==> config.mk <==
export PLATFORM = sky130hd
export DESIGN_NAME = vx_pending_gate
export DESIGN_NICKNAME = d
export VERILOG_FILES = /design/src/rtl/vx_pending_gate_pkg.sv /design/src/rtl/vx_pending_gate_obuf.sv /design/src/rtl/vx_pending_gate.sv
export SDC_FILE = /design/constraint.sdc
export NUM_CORES = 1
export LEC_CHECK = 0
export ABC_CLOCK_PERIOD_IN_PS = 2600
export BUFFER_PORTS_ARGS = -buffer_cell sky130_fd_sc_hd__buf_2
export CAP_MARGIN = 40
export CELL_PAD_IN_SITES_DETAIL_PLACEMENT = 1
export CELL_PAD_IN_SITES_GLOBAL_PLACEMENT = 1
export CORE_MARGIN = 4
export CORE_UTILIZATION = 35
export DETAILED_ROUTE_END_ITERATION = 16
export GPL_ROUTABILITY_DRIVEN = 1
export PLACE_DENSITY = 0.79
export SETUP_SLACK_MARGIN = 0.5
export SLEW_MARGIN = 10
export SYNTH_ARGS = -nofsm -noshare
export SYNTH_HDL_FRONTEND = slang
export SYNTH_SLANG_ARGS = --single-unit
export TNS_END_PERCENT = 100
==> constraint.sdc <==
create_clock -name clk -period 2.6 [get_ports clk]
set_input_delay 0.26 -clock clk [delete_from_list [all_inputs] [get_ports clk]]
set_output_delay 0.26 -clock clk [all_outputs]
set_load 0.02 [all_outputs]
==> src/rtl/vx_pending_gate_pkg.sv <==
// Shared types for the pending-request credit gate.
package vx_pending_gate_pkg;

   typedef enum logic [1:0] {
      GATE_RUN,
      GATE_DRAIN,
      GATE_DONE
   } gate_state_e;

   function automatic int cnt_width(input int max_pending);
      return $clog2(max_pending + 1);
   endfunction

endpackage

==> src/rtl/vx_pending_gate_obuf.sv <==
// One-entry registered output stage: loads on accept, clears when the consumer
// takes it, and a simultaneous load replaces the entry. Valid has async reset, payload does not.
module vx_pending_gate_obuf #(
   parameter int DATAW = 1
) (
   input  logic             clk,
   input  logic             reset,
   input  logic             load,
   input  logic [DATAW-1:0] data_in,
   input  logic             ready_out,
   output logic             valid_out,
   output logic [DATAW-1:0] data_out
);

   logic             valid_q;
   logic [DATAW-1:0] data_q;

   always_ff @(posedge clk or posedge reset) begin
      if (reset) begin
         valid_q <= 1'b0;
      end else if (load) begin
         valid_q <= 1'b1;
      end else if (valid_q && ready_out) begin
         valid_q <= 1'b0;
      end
   end

   always_ff @(posedge clk) begin
      if (load) begin
         data_q <= data_in;
      end
   end

   assign valid_out = valid_q;
   assign data_out  = data_q;

endmodule

==> src/rtl/vx_pending_gate.sv <==
// Credit gate: caps accepted-but-unretired requests at MAX_PENDING, forwards
// them through a one-entry output stage, and drains on a level flush handshake.
module vx_pending_gate
   import vx_pending_gate_pkg::*;
#(
   parameter  int DATAW       = 1,
   parameter  int MAX_PENDING = 4,
   parameter  int DECRW       = 1,
   localparam int CNTW        = cnt_width(MAX_PENDING)
) (
   input  logic             clk,
   input  logic             reset,
   input  logic             req_valid_in,
   input  logic [DATAW-1:0] req_data_in,
   output logic             req_ready_in,
   output logic             req_valid_out,
   output logic [DATAW-1:0] req_data_out,
   input  logic             req_ready_out,
   input  logic [DECRW-1:0] rsp_retire,
   input  logic             flush_req,
   output logic             flush_done,
   output logic [CNTW-1:0]  pending_size,
   output logic             empty,
   output logic             full
);

   localparam int CW1 = CNTW + 1;

   gate_state_e     state;
   gate_state_e     state_n;
   logic [CNTW-1:0] cnt;
   logic            empty_q;
   logic            full_q;
   logic            obuf_valid;
   logic            acc;
   logic [CW1-1:0]  sum;
   logic [CW1-1:0]  cnt_n_wide;
   logic [CNTW-1:0] cnt_n;
   logic            underflow;

   // Reset is folded in so the producer never sees ready while the gate is held.
   assign req_ready_in = ~reset & (state == GATE_RUN) & ~full_q
                         & (~obuf_valid | req_ready_out);
   assign acc = req_valid_in & req_ready_in;

   always_comb begin
      sum        = {1'b0, cnt} + CW1'(acc);
      underflow  = CW1'(rsp_retire) > sum;
      cnt_n_wide = underflow ? '0 : sum - CW1'(rsp_retire);
      cnt_n      = cnt_n_wide[CNTW-1:0];
   end

   always_ff @(posedge clk or posedge reset) begin
      if (reset) begin
         cnt     <= '0;
         empty_q <= 1'b1;
         full_q  <= 1'b0;
         state   <= GATE_RUN;
      end else begin
         cnt     <= cnt_n;
         empty_q <= (cnt_n == '0);
         full_q  <= (cnt_n == CNTW'(MAX_PENDING));
         state   <= state_n;
      end
   end

   // Once draining, the gate always completes to DONE before returning to RUN.
   always_comb begin
      state_n = state;
      case (state)
         GATE_RUN: begin
            if (flush_req) state_n = GATE_DRAIN;
         end
         GATE_DRAIN: begin
            if ((cnt == '0) && !obuf_valid) state_n = GATE_DONE;
         end
         GATE_DONE: begin
            if (!flush_req) state_n = GATE_RUN;
         end
         default: state_n = GATE_RUN;
      endcase
   end

   vx_pending_gate_obuf #(
      .DATAW (DATAW)
   ) u_obuf (
      .clk       (clk),
      .reset     (reset),
      .load      (acc),
      .data_in   (req_data_in),
      .ready_out (req_ready_out),
      .valid_out (obuf_valid),
      .data_out  (req_data_out)
   );

   assign req_valid_out = obuf_valid;
   assign flush_done    = (state == GATE_DONE);
   assign pending_size  = cnt;
   assign empty         = empty_q;
   assign full          = full_q;

   always_ff @(posedge clk) begin
      if (!reset) begin
         assert (!underflow);
         assert (cnt_n_wide <= CW1'(MAX_PENDING));
      end
   end

endmodule
==> run summary <==
The flow ran to the end, and the final reports show no timing, DRC or antenna violations. The number of nets in the layout was 81; the count of flip-flops with a built-in enable after synthesis was 1. The logs give 2320 ps for the signal arrival time at the worst endpoint and 460 MHz for the highest attainable clock frequency. Dividing the detail-routed via count by the number of cells gives 5.06. The shortest period the worst path allows is 2170 ps, and the max-slew violation count is 0. The logs give 260 ps for the latest clock arrival within the worst-skew pair and 430 ps for the register-to-register setup slack. Global route total overflow: 0. In this run the critical register-to-register path is captured at pending_size[2]. The initial utilization of the core area, before any placement, comes to 37.3%.

The post-route netlist has 58.8% of its cells at a drive strength greater than 1. The number of antenna diodes in the final layout is 0. The netlist uses 23 different library cells. Among all flip-flop cells after synthesis, the most frequent one is sky130_fd_sc_hd__dfrtp_1.

The clock share of power was 11.5%. The area share of the largest cell type after synthesis is 35.6%. Cell at the slowest stage of the critical path: sky130_fd_sc_hd__dfrtp_2. The tools report the count of boundary I/O pins as 16. After synthesis, the share of flip-flops with an asynchronous set or reset is 88.9%. The analysis attributes to net switching a power of 0.385 mW. The biggest cell delay along the critical path is 420 ps, and the average wire length per cell after detail routing is 14.0 um. The share of total power dissipated in sequential elements is 29.5%. The number of nets in the synthesized netlist was 55. The average cell area after synthesis was 11.4 um^2; the number of fillers in the final layout was 151. Setup repair after global routing could not meet its margin everywhere. Cell type with the largest total area after synthesis: sky130_fd_sc_hd__dfrtp_1. The number of nets with antenna violations after detailed routing was 0. The floorplan step defined a die boundary enclosing 2070 um^2. The run gives 0.724 as the routability congestion estimate. The tools report the area of the multi-input gates as 334 um^2. The number of antenna violations at the first check in global routing was 0; the setup clock skew after layout was 0.753 ps.

The area of all placed cells without fillers is 758 um^2, and the total routing resource utilization after global routing is 13.5%. In this run the static leakage power is 0.357 nW. The count of unresolved DRC violations after routing is 0. Entering global routing, the biggest net connects 9 pins.

The placed cell area was 674 um^2; the power per cell area was 1250 nW/um^2. After synthesis, flip-flops and latches occupy 47.1% of the total area. The total power of the final layout was 0.951 mW. The number of cells on the worst reg-to-reg path came out at 8. The number of rows in the core area came out at 13. Walking the worst path, the cells encountered are nor4_4 > a21boi_4 > and2_4 > ha_4 > ha_4 > nor3_4 > a21oi_1 > mux2_2. The post-layout instance count excluding filler cells came out at 83. The run gives 420 as the number of vias after detailed routing. The min-delay analysis places its worst path in the category input pin to flip-flop. The die span in x was 45.5 um. Combinational cells account for 59.0% of the total power. The capture endpoint of the worst hold path was u_obuf.data_out. The longest clock path from root to sink contains 2 buffers. CTS saw 9 sinks. Including well taps, the total number of placed cells is 73. The routed design has 1170 um of wire. The first global-routing pass estimated 1890 um of wire.

The internal power of the cells totals 0.566 mW. The count of endpoints failing hold in the final timing report was 0. In this run the worst path has a maximum fanout of 4.

The worst-case IR drop observed on VDD is 608 uV. The kind of end point of the critical path was a flip-flop. The core footprint was 1320 um^2. The critical path is of the flip-flop to flip-flop type.

The count of TritonRoute iterations in the first routing pass is 1. The worst setup path is launched from a flip-flop. The logs give 444 for the via count of the first global-routing pass and 2750 ps for the required time reported for the critical path endpoint. In the final layout, flip-flops and latches occupy 234 um^2. The switching portion of total power was 40.5%; the worst hold path depth was 1. The headroom to the max-slew limit was 77.0%; the deepest level of the CTS H-tree was 1. During synthesis, Yosys emitted a total of 0 warnings. After clock tree synthesis, the clock-pin slew on the worst setup and hold paths is 60 ps. At the pin with the least slew margin, the transition time is 342 ps. The number of setup violations in the final report was 0. The cell sitting at the root of the clock tree is a sky130_fd_sc_hd__clkbuf_4. After synthesis, the cell types taking the most area are sky130_fd_sc_hd__dfrtp_1 (36%), sky130_fd_sc_hd__ha_1 (13%), sky130_fd_sc_hd__edfxtp_1 (6.1%). Cells fill 57.5% of the core in the end. The post-route clock period utilization was 83.5%; the die extent in y was 45.5 um.

Counting every instance in the synthesized netlist gives 43. The synthesized design contains 9 register bits. Setup total negative slack on the finished layout was measured at 0 ps. The number of buffers created by CTS came out at 3. TritonCTS built the clock tree.

The relative area change from synthesis to final layout works out to 54.2%. Most common cell type on the critical path: sky130_fd_sc_hd__ha_4. The worst min-delay path startpoint is req_data_in. Port buffering added 15 buffers. The first routing iteration left 0 violations. For the HPWL after detailed placement, the log shows 891 um.

The tools report the startpoint of the most critical register-to-register path as full. The logs give 0 for the number of maximum-capacitance constraint violations and 492 um^2 for the area of the mapped netlist.
what timing repair did:
item / 4_1_cts / 5_1_grt
hold buffers: 1 / 0
pin swaps: 3 / 4
gates resized for setup: 3 / 0
setup buffers: 3 / 2
endpoints found under the setup margin: 5 / 5
endpoints found under the hold margin: 7 / 0
cell usage after synthesis, types with 2 or more instances:
cell type,instances
sky130_fd_sc_hd__ha_1,5
sky130_fd_sc_hd__mux2i_1,2
sky130_fd_sc_hd__nand3_1,2
sky130_fd_sc_hd__inv_1,6
sky130_fd_sc_hd__a22o_1,2
sky130_fd_sc_hd__nor2_1,3
sky130_fd_sc_hd__dfrtp_1,7
power by group through the flow:
stage	combinational, mW	clock [mW]	sequential (mW)
after CTS	0.551	0.114	0.282
final	0.561	0.110	0.280
after floorplan	0.353	0	0.316
after global placement	0.501	0	0.271
after detailed placement	0.513	0	0.277
after global routing	0.621	0.125	0.288
final cells by class:
type,instances,share of cell area (%)
flip-flops and latches,9,30.9
well taps,15,2.48
multi-input cells,28,44.1
clock buffers,4,3.47
inverters,6,2.97
repair buffers,21,16.2
how the worst max path moves through the flow:
stage             start         endpoint  slack (ps)  depth (start not counted)
4_1_cts            full            empty         420                         10
5_1_grt            full            empty         310                         10
6_report           full  pending_size[2]         430                          8
3_3_place_gp   state[0]  pending_size[2]         400                          8
3_5_place_dp   state[0]            empty         320                         10
2_1_floorplan      full  pending_size[2]         370                          8
sequential cells by signal, indices dropped and copies added (netlist names):
name / flops
u_obuf.data_out: 1
full: 1
empty: 1
pending_size: 3
state: 2
u_obuf.valid_out: 1
stage by stage:
step	worst slack (ps)	hold WS, ps
6_report	428	180
5_1_grt	314	167
4_1_cts	422	170
3_5_place_dp	325	237
3_3_place_gp	402	234
2_1_floorplan	374	74.9
critical path, delay by kind of cell, from the launching register on:
| family | cells | cell delay, ps |
|---|---|---|
| adder cells (fa/ha/maj) | 2 | 440 |
| AND/OR/NAND/NOR | 3 | 610 |
| multiplexers | 1 | 260 |
| AO/OA/AOI/OAI | 2 | 320 |
| flip-flops | 1 | 420 |
placed cells by master, fill, tap and decap left out:
master                          count
sky130_fd_sc_hd__inv_2              2
sky130_fd_sc_hd__a21boi_4           1
sky130_fd_sc_hd__dfstp_2            1
sky130_fd_sc_hd__clkbuf_4           3
sky130_fd_sc_hd__a211oi_1           1
sky130_fd_sc_hd__nor3_4             1
sky130_fd_sc_hd__nand3_1            2
sky130_fd_sc_hd__ha_4               5
sky130_fd_sc_hd__buf_2             15
sky130_fd_sc_hd__mux2_2             1
sky130_fd_sc_hd__buf_4              5
sky130_fd_sc_hd__nor2_1             3
sky130_fd_sc_hd__a21oi_1            1
sky130_fd_sc_hd__nor4_4             1
sky130_fd_sc_hd__dfrtp_2            2
sky130_fd_sc_hd__nor2b_1            1
sky130_fd_sc_hd__dlygate4sd3_1      1
sky130_fd_sc_hd__inv_1              4
sky130_fd_sc_hd__a21boi_2           1
sky130_fd_sc_hd__dfrtp_1            5
sky130_fd_sc_hd__mux2i_1            2
sky130_fd_sc_hd__nand3b_1           1
sky130_fd_sc_hd__xnor2_2            1
sky130_fd_sc_hd__nor4_1             1
sky130_fd_sc_hd__a22o_1             2
sky130_fd_sc_hd__and3_1             1
sky130_fd_sc_hd__and2_4             1
sky130_fd_sc_hd__clkbuf_1           1
sky130_fd_sc_hd__edfxtp_1           1
sky130_fd_sc_hd__and2b_1            1
logic make-up after synthesis:
family          after synthesis  share of synthesized area [%]
compound gates                6                           9.92
fa+ha+maj                     5                           12.7
simple gates                 13                           16.0
flops                         9                           47.1
mux                           3                           6.36
xor+xnor                      1                           3.31
buf+inv                       6                           4.58
metal layers:
metal	wire (um)	share of wire, %	track usage, %	up-vias
met5	0	0	0	-
met4	46	3.9	12.3	0
met3	58	5.0	3.56	5
met2	634	54	23.1	12
met1	426	37	12.9	200
li1	-	-	-	203
No activity file was read; power rests on OpenSTA's default activity.
